[src/rtl/wb_arbiter.sv]
// Writeback arbiter: buffers results from ALU (s0), load unit (s1) and
// mul/div (s2) in per-source FIFOs and issues one registered writeback per
// cycle, granting the non-empty sources in round-robin order.
module wb_arbiter #(
    parameter int DEPTH = 2,
    parameter int PTR_W = 1
) (
    input  logic        clk,
    input  logic        rst,
    input  logic        s0_valid_i,
    output logic        s0_ready_o,
    input  logic [4:0]  s0_rd_i,
    input  logic [31:0] s0_data_i,
    input  logic        s1_valid_i,
    output logic        s1_ready_o,
    input  logic [4:0]  s1_rd_i,
    input  logic [31:0] s1_data_i,
    input  logic        s2_valid_i,
    output logic        s2_ready_o,
    input  logic [4:0]  s2_rd_i,
    input  logic [31:0] s2_data_i,
    output logic        wb_o,
    output logic [4:0]  wb_r_o,
    output logic [31:0] result_o,
    output logic [1:0]  grant_o,
    output logic        busy_o
);

    // FIFO entry layout: {rd[4:0], data[31:0]}
    localparam int ENT_W = 37;
    localparam logic [PTR_W:0] FULL = (PTR_W + 1)'(DEPTH);

    logic [2:0]       vld_p0;
    logic [2:0]       ready;
    logic [2:0]       push;
    logic [2:0]       pop;
    logic [2:0]       nonempty;
    logic [ENT_W-1:0] in_ent [3];
    logic [ENT_W-1:0] mem [3][DEPTH];
    logic [PTR_W:0]   count [3];
    logic [PTR_W-1:0] wr_ptr [3];
    logic [PTR_W-1:0] rd_ptr [3];
    logic [1:0]       rr_ptr;
    logic [1:0]       sel_p0;
    logic             any_p0;
    logic [ENT_W-1:0] head_p0;

    // Round-robin successor over the three sources.
    function automatic logic [1:0] inc3(input logic [1:0] x);
        return (x == 2'd2) ? 2'd0 : x + 2'd1;
    endfunction

    assign vld_p0    = {s2_valid_i, s1_valid_i, s0_valid_i};
    assign in_ent[0] = {s0_rd_i, s0_data_i};
    assign in_ent[1] = {s1_rd_i, s1_data_i};
    assign in_ent[2] = {s2_rd_i, s2_data_i};

    assign s0_ready_o = ready[0];
    assign s1_ready_o = ready[1];
    assign s2_ready_o = ready[2];

    // Ready and occupancy decode purely from registered counts, so the pop
    // side never feeds combinationally back into a source's ready.
    always_comb begin
        ready    = '0;
        nonempty = '0;
        push     = '0;
        for (int i = 0; i < 3; i++) begin
            ready[i]    = (count[i] != FULL);
            nonempty[i] = (count[i] != '0);
            push[i]     = vld_p0[i] && (count[i] != FULL);
        end
    end

    // Round-robin search starting at rr_ptr; first non-empty FIFO wins.
    always_comb begin
        logic [1:0] cand;
        sel_p0  = 2'd0;
        any_p0  = 1'b0;
        head_p0 = '0;
        pop     = '0;
        cand    = rr_ptr;
        for (int k = 0; k < 3; k++) begin
            if (!any_p0 && nonempty[cand]) begin
                any_p0  = 1'b1;
                sel_p0  = cand;
                head_p0 = mem[cand][rd_ptr[cand]];
            end
            cand = inc3(cand);
        end
        for (int i = 0; i < 3; i++) begin
            pop[i] = any_p0 && (sel_p0 == 2'(i));
        end
    end

    // FIFO pointers and counts; simultaneous push and pop leaves count as is.
    always_ff @(posedge clk or posedge rst) begin
        if (rst) begin
            for (int i = 0; i < 3; i++) begin
                count[i]  <= '0;
                wr_ptr[i] <= '0;
                rd_ptr[i] <= '0;
            end
        end else begin
            for (int i = 0; i < 3; i++) begin
                if (push[i]) wr_ptr[i] <= wr_ptr[i] + 1'b1;
                if (pop[i])  rd_ptr[i] <= rd_ptr[i] + 1'b1;
                case ({push[i], pop[i]})
                    2'b10:   count[i] <= count[i] + 1'b1;
                    2'b01:   count[i] <= count[i] - 1'b1;
                    default: count[i] <= count[i];
                endcase
            end
        end
    end

    // FIFO storage; contents are only meaningful below the count, so no reset.
    always_ff @(posedge clk) begin
        for (int i = 0; i < 3; i++) begin
            if (push[i]) mem[i][wr_ptr[i]] <= in_ent[i];
        end
    end

    // Registered writeback beat; fields are zero whenever no source is granted.
    always_ff @(posedge clk or posedge rst) begin
        if (rst) begin
            wb_o     <= 1'b0;
            wb_r_o   <= '0;
            result_o <= '0;
            grant_o  <= '0;
            rr_ptr   <= '0;
        end else begin
            wb_o     <= any_p0;
            wb_r_o   <= head_p0[ENT_W-1 -: 5];
            result_o <= head_p0[31:0];
            grant_o  <= sel_p0;
            if (any_p0) rr_ptr <= inc3(sel_p0);
        end
    end

    assign busy_o = (|nonempty) | wb_o;

endmodule

[config.mk]
export PLATFORM = sky130hd
export DESIGN_NAME = wb_arbiter
export DESIGN_NICKNAME = d
export VERILOG_FILES = /design/src/rtl/wb_arbiter.sv
export SDC_FILE = /design/constraint.sdc
export NUM_CORES = 1
export LEC_CHECK = 0
export BUFFER_PORTS_ARGS = -buffer_cell sky130_fd_sc_hd__buf_2
export CAP_MARGIN = 25
export CORE_MARGIN = 3
export CORE_UTILIZATION = 63
export DETAILED_ROUTE_END_ITERATION = 8
export PLACE_DENSITY = 0.95
export SLEW_MARGIN = 20
export SYNTH_ARGS = -nofsm -noshare
export SYNTH_HDL_FRONTEND = slang
export SYNTH_SLANG_ARGS = --single-unit
export TNS_END_PERCENT = 1
[constraint.sdc]
create_clock -name clk -period 8.83 [get_ports clk]
set_input_delay 1.766 -clock clk [delete_from_list [all_inputs] [get_ports clk]]
set_output_delay 1.766 -clock clk [all_outputs]
set_load 0.005 [all_outputs]
==> results_dict.tcl, run 1 <==
set metrics [dict create \
    outcome "completed" \
    setup-tns-final_ps 0 \
    cts_tree "done" \
    utilization 0.7482 \
    p_leak_nw 5.934 \
    switching_share 0.4188 \
    grt_max_degree 102 \
    avgSynthCellArea_sq_um 12.31 \
    cp.arrival_ps 2040 \
    cts_inserted_buffers 28 \
    syn_area_sq_um 13370 \
    clk_pin_slew_ps 60 \
    netlist_instances 1086 \
    drt_iter0_markers 1310 \
    power.share.combinational 0.452 \
    fp.coreArea_sq_um 20560 \
    grt.overflow.total 0 \
    ys_seq_elements 276 \
    endpoint_kind "output pin" \
    whs_path_depth 1 \
    crit_required_ps 7060 \
    ys_warn_count 0 \
    root_buffer "clkbuf_16" \
    cts_sinks 276 \
    slowest_delay_ps 580 \
    drcViolationCount 0 \
    finalPower_mw 6.177 \
    start_util 0.6504 \
    r2r_cells 9 \
    rows 52 \
    cts_setup_buffers 0 \
    final_cell_mix "222 x edfxtp_1, 159 x buf_2, 146 x mux2i_1" \
    grt_pass1_wl_um 56970 \
    via_count 10500 \
    p_clk_frac 0.201 \
    routed_via_density 7.063 \
    crit_path_start_kind "flip-flop" \
    instances_no_fill 1487 \
    drv_slew 0 \
    hold_slack_ps 547.5 \
    hold_path_class "reg2reg" \
    tightest_slew_ps 1108 \
    wirelength_um 37980 \
    port_buffers 159 \
    fmax_mhz 262.9 \
    cts-htree-levels 1 \
    p_per_area_nw_per_um2 401.6 \
    layout.nets 1313 \
    critPathMaxFanout 7 \
    critPathKind "reg2out" \
    max-vdd-ir-drop_v 0.0002269 \
    crit_chain "or4_4 > or3_1 > buf_2" \
    ios 160 \
    fp.dieW_um 151.7 \
    slew_headroom 0.2600 \
    yosysUniqueCellTypes 43 \
    crit_slowest_cell "or4_4" \
    place_congestion 0.9035 \
    final_common_cell "edfxtp_1" \
    internal-power_mw 3.591 \
    p_seq_frac 0.347 \
    clockBufferDepth 3 \
    die_area_sq_um 23010 \
    cap_viol_max_count 0 \
    setup_viol 0 \
    wl_per_cell_um 25.54 \
    skew_ps 25.68 \
    cts_resized 0 \
    finalHoldViolations 0 \
    postCtsHoldBufs 0 \
    seq_area_frac_synth 0.5996 \
    p_switching_mw 2.587 \
    clkLatencyLatePin_ps 560 \
    fin_crit_ps 3804 \
    synth_nets 1205 \
    die_y_um 151.7 \
    layout-drive-gt1-share 0.2212 \
    drt_first_pass_iters 9 \
    antenna_found_initial 0 \
    dp_cells 1430 \
    area_growth_pct 15.04 \
    ant_nets 0 \
    post-route-period-util 0.4308 \
    rsz0062_at_grt "false" \
    place_hpwl_um 22520 \
    globalRouteTotalUtil 0.3226 \
    grt_pass1_vias 10530 \
]
[registers in the layout (all words and copies together) (netlist names)]
register  count
wb_o          1
wr_ptr        3
count         6
rr_ptr        2
mem         222
rd_ptr        3
wb_r_o        5
result_o     32
grant_o       2
[per-layer routing]
| metal | wire (um) | GRT usage |
|---|---|---|
| met3 | 4463 | 0.05116 |
| met5 | 0 | 0 |
| met4 | 1894 | 0.1451 |
| met2 | 18940 | 0.5498 |
| met1 | 12680 | 0.4097 |
[kinds of logic after synthesis]
logic type,share of synthesized area
compound gates,0.1299
mux,0.1117
simple gates,0.1127
flops,0.5996
fa+ha+maj,0.002807
buf+inv,0.03349
xor+xnor,0.009824
[stage by stage]
| step | worst slack [ps] | cell area (sq um) |
|---|---|---|
| floorplan | 4977 | 13370 |
| global placement | 5480 | 14240 |
| global route | 4978 | 15380 |
| detailed placement | 5385 | 14310 |
| CTS | 5023 | 15290 |
| finish | 5026 | 15380 |
[worst max-delay path: cells and delay by family (launching register included)]
| kind | cells | cell delay, ps |
|---|---|---|
| buf+inv | 1 | 130 |
| simple gates | 2 | 900 |
| flops | 1 | 460 |
[final cells by class]
class,count,area (sq um)
Antenna cell,1,2.502
Clock buffer,42,834.6
Clock inverter,10,138.9
Fill cell,1257,5176
Inverter,3,11.26
Multi-Input combinational cell,708,4989
Sequential cell,276,8026
Tap cell,270,337.8
Timing Repair Buffer,177,1044
[Yosys cell counts]
master     instances  share of area
a211oi_1           5         0.0028
a21boi_0           2         0.0011
a21o_1             2         0.0011
a21oi_1           39          0.015
a222oi_1           1        0.00075
a22oi_1           37          0.021
a22oi_2            1        0.00094
a31oi_1           73          0.034
and3_1            39          0.018
buf_1              9         0.0025
buf_2             21         0.0079
buf_6              2         0.0017
buf_8              2         0.0022
clkbuf_1          64          0.018
clkbuf_2           1        0.00037
dfrtp_1           54           0.10
edfxtp_1         222           0.50
ha_1               3         0.0028
inv_1              3        0.00084
mux2_2             2         0.0017
mux2i_1          147           0.11
nand2_1          114          0.032
nand2b_1           6         0.0028
nand3_1           17         0.0064
nand3_2           20          0.015
nand4_1            1        0.00047
nor2_1            51          0.014
nor2b_1            5         0.0023
nor3_1             4         0.0015
o2111ai_1         36          0.024
o211a_1            1        0.00075
o211ai_1           2         0.0011
o211ai_4           1         0.0016
o21ai_0            6         0.0022
o311ai_0          32          0.021
o311ai_1           4         0.0026
o32a_1             1        0.00075
or2_2              2        0.00094
or3_1             37          0.017
or3b_2             1        0.00066
or4_4              1        0.00084
xnor2_1            9         0.0059
xor2_1             6         0.0039
[power by group through the flow]
| stage | Clock (mW) | Combinational [mW] | Sequential [mW] |
|---|---|---|---|
| 5_1_grt | 1.29 | 2.98 | 2.17 |
| 6_report | 1.24 | 2.80 | 2.14 |
| 2_1_floorplan | 0 | 1.97 | 1.99 |
| 3_3_place_gp | 0 | 2.46 | 2.12 |
| 3_5_place_dp | 0 | 2.63 | 2.15 |
| 4_1_cts | 1.24 | 2.68 | 2.13 |
[final timing paths]
check                                 startpoint  slack, ps                     to
setup / recovery            count[2]$_DFFE_PP0P_       5030                 busy_o
hold / removal              count[5]$_DFFE_PP0P_        550   count[5]$_DFFE_PP0P_
setup reg to reg           rr_ptr[1]$_DFFE_PP0N_       5220   count[5]$_DFFE_PP0P_
hold reg to reg             count[5]$_DFFE_PP0P_        550   count[5]$_DFFE_PP0P_
max in group asynchronous                    rst       6790  rr_ptr[0]$_DFFE_PP0N_
min in group asynchronous                    rst       1430    wb_r_o[2]$_DFF_PP0_
No activity file was read; power rests on OpenSTA's default activity.
==> inputs of run 2 (changes only) <==
- ABC_AREA: default -> 1
- CORE_UTILIZATION: 63 -> 53
- PLACE_DENSITY: 0.95 -> 0.86
- clock period: 8.83 -> 3.45 ns (I/O delays scaled with it)
==> run 2 against run 1 <==
  * Critical path depth rose by 8
  * Register-to-register slack got worse by 4600 ps
  * First-iteration DRC count rose by 38%
  * Highest routed layer is now met5
  * Combinational power rose to 3.2 times the previous value
  * Clock power rose to 2.8 times the previous value
  * Cell area rose by 4.6%
  * Non-clock buffer count rose by 8
  * Cell count rose by 27%
  * Routed wire length rose by 10%
  * Largest cell class unchanged
  * Via count rose by 19%
  * Critical path type is now reg2reg
==> results_dict.tcl, run 2 <==
set metrics [dict create \
    area_growth_pct 15.38 \
    rsz0062_at_grt "false" \
    fp.dieW_um 168.2 \
    start_util 0.5458 \
    drt_iter0_markers 1810 \
    p_clk_frac 0.194 \
    seq_area_frac_synth 0.5751 \
    setup_viol 0 \
    crit_required_ps 3930 \
    p_leak_nw 6.436 \
    yosysUniqueCellTypes 33 \
    routed_via_density 6.606 \
    via_count 12510 \
    setup-tns-final_ps 0 \
    place_congestion 0.8986 \
    cts_tree "done" \
    drv_slew 0 \
    grt_max_degree 120 \
    wl_per_cell_um 22.12 \
    p_switching_mw 8.179 \
    utilization 0.6298 \
    rows 58 \
    cts_sinks 276 \
    hold_path_class "in2async" \
    final_common_cell "nand2_1" \
    wirelength_um 41900 \
    syn_area_sq_um 13940 \
    internal-power_mw 9.614 \
    ys_warn_count 0 \
    synthTopCellsByArea "edfxtp_1 48%, dfrtp_1 9.7%, nand2_1 8.5%" \
    synth_most_common_cell "nand2_1" \
    cp.arrival_ps 3350 \
    place_hpwl_um 24670 \
    root_buffer "clkbuf_16" \
    antenna_found_initial 4 \
    outcome "completed" \
    grt.overflow.total 0 \
    endpoint_kind "flip-flop" \
    clkLatencyLatePin_ps 550 \
    skew_ps 11.66 \
    cts-htree-levels 1 \
    p_seq_frac 0.297 \
    globalRouteTotalUtil 0.2885 \
    post-route-period-util 0.8314 \
    drcViolationCount 0 \
    crit_slowest_cell "inv_2" \
    cap_viol_max_count 0 \
    max-vdd-ir-drop_v 0.0008446 \
    drt_first_pass_iters 8 \
    cts_setup_buffers 0 \
    fin_crit_ps 2868 \
    tightest_slew_ps 961.9 \
    async_flop_share 0.1957 \
    layout.nets 1658 \
    power.share.combinational 0.509 \
    die_y_um 168.2 \
    final_cell_mix "316 x nand2_1, 222 x edfxtp_1, 159 x buf_2" \
    synth_edf_count 222 \
    fmax_mhz 348.6 \
    cts_resized 0 \
    instances_no_fill 1894 \
    synth_nets 1549 \
    r2r-start "rr_ptr[1]$_DFFE_PP0N_" \
    fp.coreArea_sq_um 25540 \
    switching_share 0.4597 \
    clockBufferDepth 3 \
    yosys.area.top_type "edfxtp_1" \
    largest_reg_flops 222 \
    avgSynthCellArea_sq_um 9.750 \
    synth_common_cells "317 x nand2_1, 222 x edfxtp_1, 143 x nand3_1" \
    netlist.area_leader.share 0.4781 \
    netlist_instances 1430 \
    grt_pass1_wl_um 65520 \
    slowest_delay_ps 590 \
    ios 160 \
    critPathKind "reg2reg" \
    finalHoldViolations 0 \
    cts_inserted_buffers 30 \
    num-fill-cells 1926 \
    crit_chain "inv_2 > nand2_4 > buf_4 > nor2_1 > a21oi_1 > o21ai_4 > inv_2 > nand2_1 > nand2_1 > nand3_1 > nand3_1" \
    crit_path_start_kind "flip-flop" \
    port_buffers 159 \
    dp_cells 1837 \
    clk_pin_slew_ps 60 \
    p_per_area_nw_per_um2 1106 \
    ant_nets 0 \
    ys_seq_elements 276 \
    setup.worst_path.start "rr_ptr[1]$_DFFE_PP0N_" \
    postCtsHoldBufs 0 \
    layout-drive-gt1-share 0.1689 \
    grt_pass1_vias 12220 \
    slew_headroom 0.3563 \
    critPathMaxFanout 48 \
    die_area_sq_um 28290 \
    yosys_most_used_dff "edfxtp_1" \
]
-- run 2: changes by cell type after synthesis, moves of 32 or more --
| cell | delta |
|---|---|
| a22oi_1 | +49 |
| a31oi_1 | -73 |
| and3_1 | -39 |
| inv_1 | +126 |
| mux2i_1 | -147 |
| nand2_1 | +203 |
| nand3_1 | +126 |
| o211ai_1 | +35 |
| o21ai_0 | +86 |
| o221ai_1 | +36 |
| o311ai_0 | -32 |
| or3_1 | -37 |
-- run 2: through the flow --
step                hold slack, ps  power, mW  area, sq um  setup WS [ps]
global route                 310.7      18.77        16090          468.0
finish                       288.4      17.79        16090          581.8
global placement             469.7      13.63        14970          778.0
detailed placement           486.2      13.98        15000          692.3
floorplan                    441.6      11.37        13940          652.2
CTS                          296.6      17.45        16070          678.4
-- run 2: cell type report --
cell class | instances | area [sq um] | share of cell area
sequential | 276 | 8021 | 0.4986
multi-input combinational | 909 | 4984 | 0.3098
timing repair buffer | 185 | 1072 | 0.06666
clock buffer | 35 | 800.8 | 0.04978
inverter | 137 | 516.7 | 0.03212
tap | 330 | 412.9 | 0.02567
clock inverter | 21 | 276.5 | 0.01719
antenna | 1 | 2.502 | 0.0001556
-- run 2: power groups by stage --
stage / sequential, mW / combinational [mW] / clock [mW]
floorplan: 5.17 / 6.20 / 0
global placement: 5.29 / 8.34 / 0
detailed placement: 5.32 / 8.66 / 0
CTS: 5.26 / 8.72 / 3.47
global route: 5.37 / 9.77 / 3.63
finish: 5.29 / 9.05 / 3.45
-- run 2: logic make-up after synthesis --
group / synth area share
AOI/OAI and AO/OA: 0.1920
and+or+nand+nor: 0.1524
adders and majority gates: 0.002693
DFF: 0.5751
buffers and inverters: 0.07287
xor gates and xnor gates: 0.005026
-- run 2: worst max-delay path: cells and delay by family (launching register included) --
kind | cells | cell delay [ps]
DFF | 1 | 450
buffers and inverters | 3 | 1160
AOI/OAI and AO/OA | 2 | 540
and+or+nand+nor | 6 | 640
-- run 2: layer usage --
layer  track usage  up-vias  share of wire
met5             0        -        0.00079
met4        0.1355        6          0.050
met3       0.05799      214           0.14
met2        0.4485     1133           0.46
met1        0.3933     5739           0.36
li1              -     5420              -
-- run 2: path summary, 6_finish.rpt --
kind | to | slack (ps) | cells after the start
setup / recovery | wb_r_o[3]$_DFF_PP0_ | 580 | 11
hold / removal | result_o[29]$_DFF_PP0_ | 290 | 2
setup reg to reg | wb_r_o[3]$_DFF_PP0_ | 580 | 11
hold reg to reg | rd_ptr[2]$_DFFE_PP0P_ | 510 | 2
max in group asynchronous | result_o[30]$_DFF_PP0_ | 2500 | 3
min in group clk | mem[0][43]$_DFFE_PP_ | 320 | 1
